File: config.mk
export PLATFORM = sky130hd
export DESIGN_NAME = alu_serial_seq
export DESIGN_NICKNAME = d
export VERILOG_FILES = /design/src/rtl/alu_serial_seq.sv
export SDC_FILE = /design/constraint.sdc
export NUM_CORES = 1
export LEC_CHECK = 0
export BUFFER_PORTS_ARGS = -buffer_cell sky130_fd_sc_hd__buf_2
export CAP_MARGIN = 30
export CORE_AREA = 2 2 128 105
export CTS_CLUSTER_DIAMETER = 50
export DETAILED_ROUTE_END_ITERATION = 10
export DIE_AREA = 0 0 130 107
export GPL_TIMING_DRIVEN = 0
export PLACE_DENSITY = 0.72
export SLEW_MARGIN = 30
export SYNTH_ARGS = -nofsm -noshare
export SYNTH_HDL_FRONTEND = slang
export SYNTH_SLANG_ARGS = --single-unit
File: constraint.sdc
create_clock -name clk -period 6.68 [get_ports clk]
set_clock_uncertainty 0.15 [all_clocks]
set_input_delay 2.004 -clock clk [delete_from_list [all_inputs] [get_ports clk]]
set_output_delay 2.004 -clock clk [all_outputs]
set_load 0.02 [all_outputs]
File: src/rtl/alu_serial_seq.sv
`default_nettype none
// ============================================================================
// Module      : alu_serial_seq
// Description : Bit-serial sequencer for an external 1-bit ALU slice. Drives
//               the slice one bit per clock (LSB first), ripples the carry
//               through a flop, and assembles result/zero/cout/overflow.
// Revision    : 1.0 - initial release
// ============================================================================
module alu_serial_seq #(
   parameter int WIDTH = 32
) (
   input  logic             clk,
   input  logic             rst_n,
   input  logic             start_i,
   input  logic [WIDTH-1:0] src1_i,
   input  logic [WIDTH-1:0] src2_i,
   input  logic [3:0]       ALU_control_i,
   output logic             busy_o,
   output logic             done_o,
   output logic [WIDTH-1:0] result_o,
   output logic             zero_o,
   output logic             cout_o,
   output logic             overflow_o,
   output logic             slice_a_o,
   output logic             slice_b_o,
   output logic             slice_less_o,
   output logic             slice_ainv_o,
   output logic             slice_binv_o,
   output logic             slice_cin_o,
   output logic [1:0]       slice_op_o,
   input  logic             slice_result_i,
   input  logic             slice_cout_i,
   input  logic             slice_set_i
);

   localparam int             IW       = (WIDTH > 2) ? $clog2(WIDTH) : 1;
   localparam logic [IW-1:0]  LAST_IDX = IW'(WIDTH - 1);

   localparam logic [1:0] S_IDLE = 2'd0;
   localparam logic [1:0] S_RUN  = 2'd1;
   localparam logic [1:0] S_DONE = 2'd2;

   localparam logic [3:0] OP_AND = 4'b0000;
   localparam logic [3:0] OP_OR  = 4'b0001;
   localparam logic [3:0] OP_ADD = 4'b0010;
   localparam logic [3:0] OP_SUB = 4'b0110;
   localparam logic [3:0] OP_SLT = 4'b0111;
   localparam logic [3:0] OP_NOR = 4'b1100;

   logic [1:0]       state_q,  state_d;
   logic [WIDTH-1:0] a_q,      a_d;
   logic [WIDTH-1:0] b_q,      b_d;
   logic [3:0]       ctrl_q,   ctrl_d;
   logic [IW-1:0]    idx_q,    idx_d;
   logic             carry_q,  carry_d;
   logic [WIDTH-1:0] acc_q,    acc_d;
   logic [WIDTH-1:0] result_q, result_d;
   logic             zero_q,   zero_d;
   logic             cout_q,   cout_d;
   logic             ovf_q,    ovf_d;

   logic             supported;
   logic             arith;
   logic             is_slt;
   logic [WIDTH-1:0] acc_shift;
   logic [WIDTH-1:0] res_final;

   // Classify the captured control code
   always_comb begin
      supported = ctrl_q inside {OP_AND, OP_OR, OP_ADD, OP_SUB, OP_SLT, OP_NOR};
      arith     = ctrl_q inside {OP_ADD, OP_SUB, OP_SLT};
      is_slt    = (ctrl_q == OP_SLT);
   end

   // Drive the slice only while running; unsupported codes run the slice as AND
   always_comb begin
      slice_a_o    = 1'b0;
      slice_b_o    = 1'b0;
      slice_cin_o  = 1'b0;
      slice_ainv_o = 1'b0;
      slice_binv_o = 1'b0;
      slice_op_o   = 2'b00;
      if (state_q == S_RUN) begin
         slice_a_o   = a_q[idx_q];
         slice_b_o   = b_q[idx_q];
         slice_cin_o = carry_q;
         if (supported) begin
            slice_ainv_o = ctrl_q[3];
            slice_binv_o = ctrl_q[2];
            slice_op_o   = ctrl_q[1:0];
         end
      end
   end

   // The LESS input is tied low; SLT patches bit 0 from the MSB set output
   assign slice_less_o = 1'b0;

   // Sequencing, operand capture and result assembly
   always_comb begin
      state_d   = state_q;
      a_d       = a_q;
      b_d       = b_q;
      ctrl_d    = ctrl_q;
      idx_d     = idx_q;
      carry_d   = carry_q;
      acc_d     = acc_q;
      result_d  = result_q;
      zero_d    = zero_q;
      cout_d    = cout_q;
      ovf_d     = ovf_q;
      acc_shift = {slice_result_i, acc_q[WIDTH-1:1]};
      res_final = acc_shift;
      case (state_q)
         S_IDLE, S_DONE: begin
            if (start_i) begin
               a_d     = src1_i;
               b_d     = src2_i;
               ctrl_d  = ALU_control_i;
               idx_d   = '0;
               carry_d = ALU_control_i[2];
               state_d = S_RUN;
            end else begin
               state_d = S_IDLE;
            end
         end
         S_RUN: begin
            acc_d   = acc_shift;
            carry_d = slice_cout_i;
            idx_d   = idx_q + 1'b1;
            if (idx_q == LAST_IDX) begin
               // Raw adder MSB (set) goes to bit 0, not overflow-corrected
               if (is_slt)
                  res_final[0] = slice_set_i;
               if (!supported)
                  res_final = '0;
               result_d = res_final;
               zero_d   = (res_final == '0);
               cout_d   = arith & slice_cout_i;
               ovf_d    = arith & (carry_q ^ slice_cout_i);
               idx_d    = '0;
               state_d  = S_DONE;
            end
         end
         default: state_d = S_IDLE;
      endcase
   end

   // State and datapath registers with asynchronous abort
   always_ff @(posedge clk or negedge rst_n) begin
      if (!rst_n) begin
         state_q  <= S_IDLE;
         a_q      <= '0;
         b_q      <= '0;
         ctrl_q   <= '0;
         idx_q    <= '0;
         carry_q  <= 1'b0;
         acc_q    <= '0;
         result_q <= '0;
         zero_q   <= 1'b0;
         cout_q   <= 1'b0;
         ovf_q    <= 1'b0;
      end else begin
         state_q  <= state_d;
         a_q      <= a_d;
         b_q      <= b_d;
         ctrl_q   <= ctrl_d;
         idx_q    <= idx_d;
         carry_q  <= carry_d;
         acc_q    <= acc_d;
         result_q <= result_d;
         zero_q   <= zero_d;
         cout_q   <= cout_d;
         ovf_q    <= ovf_d;
      end
   end

   assign busy_o     = (state_q == S_RUN);
   assign done_o     = (state_q == S_DONE);
   assign result_o   = result_q;
   assign zero_o     = zero_q;
   assign cout_o     = cout_q;
   assign overflow_o = ovf_q;

endmodule
`default_nettype wire
* Word level (Yosys, flattened, before mapping)
Cells that the tools add are included.
Word-level totals: bits in registers 143, logic and storage cells 61
Operators by class: add/sub/neg operators 1, $lt $le $gt $ge 1, equal/unequal tests 10, mux-type cells 25, bitwise operators 3, reduce and logical (&&, ||, !) cells 10
Operators with widths (number):
- $mux 32 | 3
- $logic_not 32->1 | 1
- $mux 1 | 12
- $bmux 1 s5 | 2
- $mux 5 | 2
- $pmux 5 s2 | 1
- $eq 4x3->1 const B | 2
- $lt 5x6->1 const B | 1
- $mux 2 | 3
- $reduce_and 2->1 | 3
- $reduce_bool 6->1 | 1
- $add 5x1->5 const B | 1
- $eq 5x5->1 const B | 1
- $eq 4x1->1 const B | 1
- $eq 4x2->1 const B | 1
- $eq 4x4->1 const B | 1
- $logic_not 4->1 | 1
- $pmux 2 s2 | 1
- $reduce_bool 3->1 | 1
- $and 1x1->1 | 2
- $eq 2x1->1 const B | 1
- $eq 2x2->1 const B | 1
- $logic_not 2->1 | 1
- $ne 2x1->1 const B | 1
- other kinds (5) | 5

* Logic depth before layout (Yosys ltp)
Gate-level depths: netlist of the first run.
word-level depth 6, gate-level depth with buffers 8, depth with buffers taken out 6

* Worst setup path before layout of the first run
Ideal clock, no wire load.
kind register to output, from register idx_q[1], to output port slice_a_o, arrival time 1.598 ns, data required time 4.526 ns, path slack 2.928 ns, cell stages (with the launch flop) 7, buffers on the path 2, cell sequence dfrtp_1 -> buf_4 -> buf_12 -> mux2i_1 -> mux4_2 -> a21oi_1 -> and3_1
On the way: cells in the longest elaborated chain, start to end 3
RTL lines:
- start, declared | line 54 | logic [IW-1:0] idx_q, idx_d;
- start signal, assigned | line 167 | idx_q <= idx_d;
- $bmux 1 s5 | line 84 | slice_a_o = a_q[idx_q];
- $mux 1 (implied by the code) | line 84
- $mux 1 | line 83 | if (state_q == S_RUN) begin
- end, declared | line 24 | output logic slice_a_o,
No other way between the ends. The select of a mux whose other input is x is not followed.

* Worst setup path after layout of the first run
Same ends and word-level chain as after synthesis.

==> results of run 1 <==
[layout by cell type, fill, tap and decap left out, types with 2 or more instances in the layout]
cell type / n
bufinv_16: 4
nand2b_1: 3
nand2_1: 160
ha_1: 2
o21ai_1: 31
a21oi_1: 3
nor2_1: 9
nand4_1: 2
and3_1: 4
inv_1: 3
buf_4: 2
and2_1: 2
mux4_1: 6
clkbuf_1: 14
clkbuf_16: 17
clkbuf_8: 4
clkinv_2: 6
nor4_1: 8
buf_8: 2
nor3_1: 2
buf_2: 127
mux2_2: 68
buf_12: 2
mux2i_1: 10
o21ai_0: 11
o221ai_1: 2
nor2b_1: 4
dfrtp_1: 142
mux4_2: 8
nand3_1: 4
o22ai_1: 2
a22o_1: 4
[per-stage QoR]
| stage | total power [W] | area (um2) | instances | hold WS [ps] |
|---|---|---|---|---|
| 2_1_floorplan | 0.002311 | 6203 | 535 | 322.0 |
| 4_1_cts | 0.003691 | 7669 | 860 | 337.3 |
| 3_3_place_gp | 0.002624 | 7008 | 827 | 318.1 |
| 6_report | 0.003668 | 7669 | 860 | 330.0 |
| 3_5_place_dp | 0.002689 | 7046 | 828 | 324.6 |
| 5_1_grt | 0.003901 | 7669 | 860 | 358.1 |
[sequential cells by signal, summed over array words and instances, names as in the netlist]
register / cells
acc_q: 31
cout_o: 1
state_q: 2
a_q: 32
idx_q: 5
b_q: 32
ctrl_q: 4
result_o: 32
carry_q: 1
overflow_o: 1
zero_o: 1
[report_power, final]
part	internal [W]	leakage, nW	switching, W
clock network	0.000640	0.309	0.000354
logic	0.000612	1.62	0.000610
registers	0.00120	1.78	0.000247
total	0.00246	3.70	0.00121
[worst reg2reg max path, cell delays in order, from the launching register on]
cell,delay (ps)
dfrtp_1,410
ha_1,240
and3_1,190
ha_1,240
nand2_1,210
buf_2,290
clkbuf_1,440
nand2_1,100
o21ai_1,100
[cells in the mapped netlist, types with 2 or more instances]
master      n
a21oi_1     3
a22o_1      4
and2_1      2
and3_1      4
buf_12      2
buf_2      11
buf_4       2
clkbuf_1   13
clkbuf_8    2
dfrtp_1   142
ha_1        2
inv_1       3
mux2_2     68
mux2i_1    10
mux4_1      6
mux4_2      8
nand2_1   160
nand2b_1    3
nand3_1     4
nand4_1     2
nor2_1      9
nor2b_1     4
nor3_1      2
nor4_1      8
o21ai_0    11
o21ai_1    31
o221ai_1    2
o22ai_1     2
[per-layer routing]
| metal | up-vias | track usage (%) | wire length, um |
|---|---|---|---|
| met4 | 0 | 5.914 | 125 |
| met3 | 10 | 6.537 | 810 |
| met1 | 2214 | 31.58 | 6653 |
| met5 | - | 0 | 0 |
| met2 | 118 | 31.94 | 6265 |
| li1 | 2122 | - | - |
[area by class of cell]
type / count / area share, %
flip-flops and latches: 142 / 46.34
multi-input cells: 356 / 31.54
repair buffers: 118 / 8.125
clock buffers: 20 / 5.955
well taps: 175 / 2.855
plain buffers: 33 / 2.823
clock inverters: 12 / 2.170
inverters: 4 / 0.1958
[worst max-delay path by stage]
stage | startpoint | end | slack (ps)
2_1_floorplan | idx_q[1] | slice_a_o | 2930
3_3_place_gp | rst_n | result_o[24] | 1600
3_5_place_dp | idx_q[1] | slice_a_o | 2690
4_1_cts | idx_q[1] | slice_a_o | 2240
5_1_grt | idx_q[0] | slice_b_o | 2170
6_report | idx_q[1] | slice_a_o | 2250
[kinds of logic after synthesis]
logic type      after synthesis  share of synthesized area, %
simple gates                202                         13.57
flops                       142                         57.28
mux                          92                         19.40
compound gates               58                         5.405
buf+inv                      37                         3.731
fa+ha+maj                     2                        0.4033
other cells                   1                       0.06045
xor+xnor                      1                        0.1412
==> run summary, run 1 <==
Vias in the first global route: 4,575
Core area: 12,640 um2
Area delta synth->final: 23.62%
Clock Path Buffers: 2
Delay-heaviest family, CP: multiplexers
Resize count post-CTS: 0
Fmax: 225.8 MHz
Post-synthesis sequential area ratio: 57.28%
Final period utilization: 66.30%
MaxCap Viol Count: 0
Worst-Margin Slew: 528.4 ps
#FFs+latches synth: 142
Root buffer cell: clkbuf_16
Site row count: 37
Fraction of registers with async set/reset: 100.0%
Antenna viol nets, final: 0
Yosys warns: 0
Fin Setup TNS: 0 ps
Avg Inst Size Synth: 11.60 um2
WP depth: 7
CP endpoint kind: output pin
Number of diodes: 0
Peak supply drop: 248.8 uV
Pleak: 3.703 nW
DIE WIDTH: 130 um
Total GRT Usage: 21.74%
Setup Buffers After CTS: 0
Die height: 107 um
Top post-synthesis cells by area: dfrtp_1, mux2_2, nand2_1, mux4_2, mux4_1
Multi-input logic area: 2419 um2
Startpoint Class: flop
Fillers: 1,011
Post-synth top area share: 57.28%
Status: finished, final reports clean
Number of remaining DRC errors: 0
Crit-path cells: buf_4 -> buf_12 -> mux2i_1 -> mux4_2 -> a21oi_1 -> and3_1 -> buf_2
Worst skew pair latency: 420 ps
Hold Path Origin: result_o[23]
RSZ-0062 raised after global routing: no
Gp weighted congestion: 0.7993
Synth cell types: 43
WHS Endpoint: result_o[23]
Syn nets: 611
Count of final hold-check violations: 0
Routed WL per cell: 16.11 um
Final setup fails: 0
Setup slack at placement: 2685 ps
Post-CTS Hold Fix Bufs: 0
Slew Limit Fails: 0
Pwr Density: 478.3 nW/um2
Total Die Area: 13,910 um2
Drt total wl: 13,860 um
TritonRoute pass-1 iters: 5
Post-synth EDFFs: 0
Share of layout cells above drive strength 1: 36.06%
First-pass GRT wire length: 23,020 um
Synth Flop Type: dfrtp_1
IO buf count: 117
CP Data Required Time: 4530 ps
Clock transition at path regs: 60 ps
CP arrival: 2270 ps
Crit-path max cell delay: 500 ps
Max_slew headroom: 64.77%
# H-tree levels: 4
Worst-path maximum fanout: 10
Worst Path Buf+Inv: 3
R2R Setup Slk: 4250 ps
Final min period: 4429 ps
Clk sinks: 142
Cell depth of the worst flop-to-flop path: 8
Largest area contributor in the netlist: dfrtp_1
IO Pins: 119
Slack of the critical path: 2251 ps
Routed vias/inst: 5.191
RR Endpoint: result_o[13]
Starting Density: 49.08%
Grt total ovfl: 0
DPL Wire Length: 9866 um
Worst Hold Class: flop to flop
Post-synth design cell area: 6203 um2
Initial antenna violation count: 0
Post-layout util: 60.68%
CTS Buf Count: 17
CTS tree: done
Worst r2r src: idx_q[0]
Hold path depth: 2
Detailed Route Iter0 Violations: 285
Gate Count Post-Synth: 535
Largest net degree at the start of global routing: 75
Register Area: 3553 um2
Crit Path Class: flop to output pin
Crit-path slowest cell: mux4_2
Final Net Count: 748
Vias: 4,464
Power figures use the tool's default switching activity.
==> run 2: changes to the inputs <==
--- a/config.mk
+++ b/config.mk
@@ -5,12 +5,13 @@
 export SDC_FILE = /design/constraint.sdc
 export NUM_CORES = 1
 export LEC_CHECK = 0
+export ABC_AREA = 1
 export BUFFER_PORTS_ARGS = -buffer_cell sky130_fd_sc_hd__buf_2
 export CAP_MARGIN = 30
-export CORE_AREA = 2 2 128 105
+export CORE_AREA = 2 2 129 106
 export CTS_CLUSTER_DIAMETER = 50
 export DETAILED_ROUTE_END_ITERATION = 10
-export DIE_AREA = 0 0 130 107
+export DIE_AREA = 0 0 131 108
 export GPL_TIMING_DRIVEN = 0
 export PLACE_DENSITY = 0.72
 export SLEW_MARGIN = 30
==> constraint.sdc (replaced) <==
create_clock -name clk -period 4.35 [get_ports clk]
set_clock_uncertainty 0.15 [all_clocks]
set_input_delay 1.305 -clock clk [delete_from_list [all_inputs] [get_ports clk]]
set_output_delay 1.305 -clock clk [all_outputs]
set_load 0.02 [all_outputs]
==> run summary, run 2 <==
Count of final hold-check violations: 0
Antenna viol nets, final: 0
Total Power: 0.006128 W
Final period utilization: 92.48%
Initial antenna violation count: 1
Final min period: 4023 ps
Most frequent cell after synthesis: nand2_1
CTS Buf Count: 17
Post-synthesis sequential area ratio: 56.08%
Worst Hold Class: flop to flop
Starting Density: 49.77%
IO Pins: 119
Post-synth EDFFs: 0
Synth cell types: 32
Drt total wl: 16,600 um
Largest net degree at the start of global routing: 81
Routed WL per cell: 15.20 um
Final Net Count: 980
Number of remaining DRC errors: 0
Routed vias/inst: 5.067
Post-synth top area share: 56.08%
Clock Path Buffers: 2
RSZ-0062 raised after global routing: no
Gate Count Post-Synth: 767
Top post-synthesis cells by area: dfrtp_1, nand2_1, o21ai_0, inv_1, o31ai_1
Worst-path maximum fanout: 10
Worst-Margin Slew: 612.1 ps
Die height: 108 um
DIE WIDTH: 131 um
Vias: 5,533
Total GRT Usage: 24.86%
CP Data Required Time: 2890 ps
Post-layout util: 61.26%
#FFs+latches synth: 142
Post-CTS Hold Fix Bufs: 0
Syn nets: 843
IO buf count: 117
Final setup fails: 0
Clk sinks: 142
Most common cell after layout, fill and taps aside: nand2_1
Resize count post-CTS: 0
Vias in the first global route: 5,355
MaxCap Viol Count: 0
Slew Limit Fails: 0
Final Hold Slack: 322.7 ps
Fin Setup TNS: 0 ps
Post-synth design cell area: 6336 um2
Yosys warns: 0
CTS tree: done
Post-synth top cells: nand2_1, dfrtp_1, o21ai_0
First-pass GRT wire length: 26,750 um
# H-tree levels: 4
Peak supply drop: 446.0 uV
Status: finished, final reports clean
Fraction of registers with async set/reset: 100.0%
Core area: 12,730 um2
Largest area contributor in the netlist: dfrtp_1
Max_slew headroom: 59.20%
Pwr Density: 785.8 nW/um2
CP arrival: 2570 ps
Gp weighted congestion: 0.8911
Number of diodes: 0
Synth Flop Type: dfrtp_1
Most frequent cells in the layout: nand2_1, dfrtp_1, buf_2
Fmax: 248.6 MHz
TritonRoute pass-1 iters: 9
Pleak: 4.152 nW
Detailed Route Iter0 Violations: 464
Startpoint Class: flop
Share of layout cells above drive strength 1: 20.50%
Site row count: 37
CP endpoint kind: output pin
Worst skew pair latency: 420 ps
Avg Inst Size Synth: 8.261 um2
Root buffer cell: clkbuf_16
Total Die Area: 14,150 um2
Fillers: 1,140
Crit Path Class: flop to output pin
Grt total ovfl: 0
Setup Buffers After CTS: 0
DPL Wire Length: 11,380 um
Clock transition at path regs: 60 ps
Area delta synth->final: 23.08%
[run 2: cell types whose count changed in the layout (fill, tap and decap cells not counted), sizes merged, moves of 8 or more]
| cell | delta |
|---|---|
| a21oi | +13 |
| inv | +53 |
| mux2 | -68 |
| mux2i | -10 |
| mux4 | -14 |
| nand2 | +178 |
| nor2 | +30 |
| nor4 | -8 |
| o21ai | +35 |
| o22ai | +8 |
| o31ai | +27 |
[run 2: stage by stage]
stage               cells  area, um2  setup WS (ps)
floorplan             767       6336           1349
global placement     1059       7141         -182.4
detailed placement   1060       7178          853.1
CTS                  1092       7799          362.5
global route         1092       7799          196.7
finish               1092       7799          327.2
[run 2: critical path: stages (launching register included)]
cell     delay [ps]
dfrtp_1         380
buf_2           220
inv_1           370
nand2_1         320
o21ai_0         300
nor2_1           80
nand2_1          60
nand3_1          70
a21oi_1         170
buf_2           200
[run 2: area by class of cell]
type	count	area, um2	area share, %
Tap cell	175	219.0	2.808
Sequential cell	142	3553	45.56
Inverter	53	198.9	2.551
Multi-Input combinational cell	530	2367	30.35
Clock buffer	18	439.2	5.631
Buffer	42	216.5	2.776
Clock inverter	14	181.4	2.326
Timing Repair Buffer	118	623.1	7.990
[run 2: cells by family (layout without fill, tap and decap cells)]
family                     after synthesis  in the layout  synth area share [%]
other                                    1              1               0.05918
AOI/OAI and AO/OA                      136            136                 12.97
xor gates and xnor gates                 3              3                0.4148
and+or+nand+nor                        388            388                 23.52
adders and majority gates                2              2                0.3949
DFF                                    142            142                 56.08
buffers and inverters                   95            245                 6.556
[run 2: path summary, 6_finish.rpt]
path,to,from,slack (ps),cells past startpoint
setup / recovery,slice_b_o,idx_q[1],330,9
hold / removal,result_o[3],result_o[3],320,2
setup reg to reg,result_o[28],idx_q[3],2130,8
hold reg to reg,result_o[3],result_o[3],320,2
max in group asynchronous,acc_q[6],rst_n,2610,2
min in group asynchronous,a_q[3],rst_n,700,1
[run 2: report_power, final]
group	total (W)	leakage, nW	switching (W)	internal, W
registers	0.00220	1.82	0.000339	0.00186
logic	0.00240	2.03	0.00159	0.000803
clock network	0.00153	0.308	0.000602	0.000930
[run 2: layer usage]
metal	part of all wire (%)	GRT usage [%]	vias to the layer above
li1	-	-	2717
met1	49	36.56	2607
met2	43	36.05	180
met3	6.5	5.938	27
met4	1.8	8.891	2
met5	0.078	0	-
==> run 3: changes to the inputs <==
--- a/config.mk
+++ b/config.mk
@@ -8,12 +8,12 @@
 export ABC_AREA = 1
 export BUFFER_PORTS_ARGS = -buffer_cell sky130_fd_sc_hd__buf_2
 export CAP_MARGIN = 30
-export CORE_AREA = 2 2 129 106
+export CORE_AREA = 2 2 124 102
 export CTS_CLUSTER_DIAMETER = 50
 export DETAILED_ROUTE_END_ITERATION = 10
-export DIE_AREA = 0 0 131 108
+export DIE_AREA = 0 0 126 104
 export GPL_TIMING_DRIVEN = 0
-export PLACE_DENSITY = 0.72
+export PLACE_DENSITY = 0.77
 export SLEW_MARGIN = 30
 export SYNTH_ARGS = -nofsm -noshare
 export SYNTH_HDL_FRONTEND = slang
==> run summary, run 3 (same netlist as run 2, synthesis figures left out) <==
Status: finished, final reports clean
Fmax: 255.2 MHz
TritonRoute pass-1 iters: 5
Post-route cell area: 7734 um2
Drt total wl: 16,020 um
Grt total ovfl: 0
Pleak: 4.122 nW
Pwr Density: 776.0 nW/um2
DPL Wire Length: 11,200 um
Most common cell after layout, fill and taps aside: nand2_1
Area after DPL: 7149 um2
IO buf count: 117
Final period utilization: 90.07%
Worst r2r src: idx_q[3]
MaxCap Viol Count: 0
Clk sinks: 142
Placed insts: 1,037
Crit Path Class: flop to output pin
Worst skew pair latency: 420 ps
Worst Hold Class: flop to flop
Detailed Route Iter0 Violations: 455
Slew Limit Fails: 0
Setup Buffers After CTS: 0
Register Area: 3553 um2
Peak supply drop: 316.8 uV
Most frequent cells in the layout: nand2_1, dfrtp_1, buf_2
Vias in the first global route: 5,254
DIE WIDTH: 126 um
CTS Buf Count: 17
Final setup fails: 0
CTS tree: done
Multi-input logic area: 2367 um2
Startpoint Class: flop
Largest net degree at the start of global routing: 76
Clock Path Buffers: 2
Routed WL per cell: 14.99 um
First-pass GRT wire length: 26,430 um
Worst-Margin Slew: 524.9 ps
Number of remaining DRC errors: 0
Number of diodes: 0
Slack of the critical path: 432.2 ps
Root buffer cell: clkbuf_16
Resize count post-CTS: 0
Final Net Count: 980
Total Power: 0.006001 W
Initial antenna violation count: 0
Gp weighted congestion: 0.8720
Antenna viol nets, final: 0
Post-CTS Hold Fix Bufs: 0
CP endpoint kind: output pin
Total Die Area: 13,100 um2
Site row count: 36
Die height: 104 um
Core area: 11,890 um2
CP arrival: 2460 ps
CP Data Required Time: 2890 ps
Setup slack at placement: 914.3 ps
Final min period: 3918 ps
Fillers: 1,055
Area delta synth->final: 22.06%
Total GRT Usage: 25.51%
Critical Path Start: idx_q[1]
Hold Path Origin: a_q[18]
Clock transition at path regs: 60 ps
Share of layout cells above drive strength 1: 20.50%
Non-Filler Instances: 1,069
Max_slew headroom: 65.01%
Worst-path maximum fanout: 10
Starting Density: 53.28%
RSZ-0062 raised after global routing: no
Routed vias/inst: 5.141
IO Pins: 119
Count of final hold-check violations: 0
Vias: 5,496
# H-tree levels: 4
run 3: cell types whose count changed in the layout (fill, tap and decap cells not counted), sizes merged:
cell and delta:
clkinvlp +4, inv -5, bufinv -1, clkinv +2
run 3: worst paths after layout:
path	to	slack, ps	cells past startpoint
max	slice_a_o	430	9
min	a_q[18]	320	2
max reg2reg	result_o[25]	2170	8
min reg2reg	a_q[18]	320	2
max in group asynchronous	result_o[31]	2630	2
min in group asynchronous	a_q[3]	680	1
run 3: cell type report:
type / count / area share [%]
Clock buffer: 18 / 5.679
Multi-Input combinational cell: 530 / 30.61
Inverter: 53 / 2.572
Sequential cell: 142 / 45.95
Tap cell: 152 / 2.459
Timing Repair Buffer: 118 / 8.057
Clock inverter: 14 / 1.877
Buffer: 42 / 2.799
run 3: stage by stage:
step | hold WS, ps | setup TNS [ps] | util (%)
floorplan | 292.2 | 0 | -
global placement | 308.2 | -19210 | 59.81
detailed placement | 310.2 | 0 | 60.12
CTS | 325.9 | 0 | 65.04
global route | 340.7 | 0 | 65.04
finish | 320.6 | 0 | 65.04
run 3: critical path, cell delays in order (launching register included):
cell     delay [ps]
dfrtp_1         370
buf_2           200
inv_1           340
nand2_1         300
o21ai_0         240
nor2_1           60
nand2_1          60
nand3_1          60
a21oi_1         190
buf_2           200
run 3: routing by layer:
| layer | vias up | global-route usage, % | share of wire, % |
|---|---|---|---|
| met5 | - | 0 | 0 |
| met4 | 0 | 9.733 | 2.5 |
| met3 | 30 | 5.247 | 6.5 |
| met2 | 193 | 35.18 | 43 |
| met1 | 2560 | 39.60 | 48 |
| li1 | 2713 | - | - |
run 3: power breakdown:
group | switching, W | internal (W)
Sequential | 0.000342 | 0.00186
Combinational | 0.00157 | 0.000804
Clock | 0.000564 | 0.000856
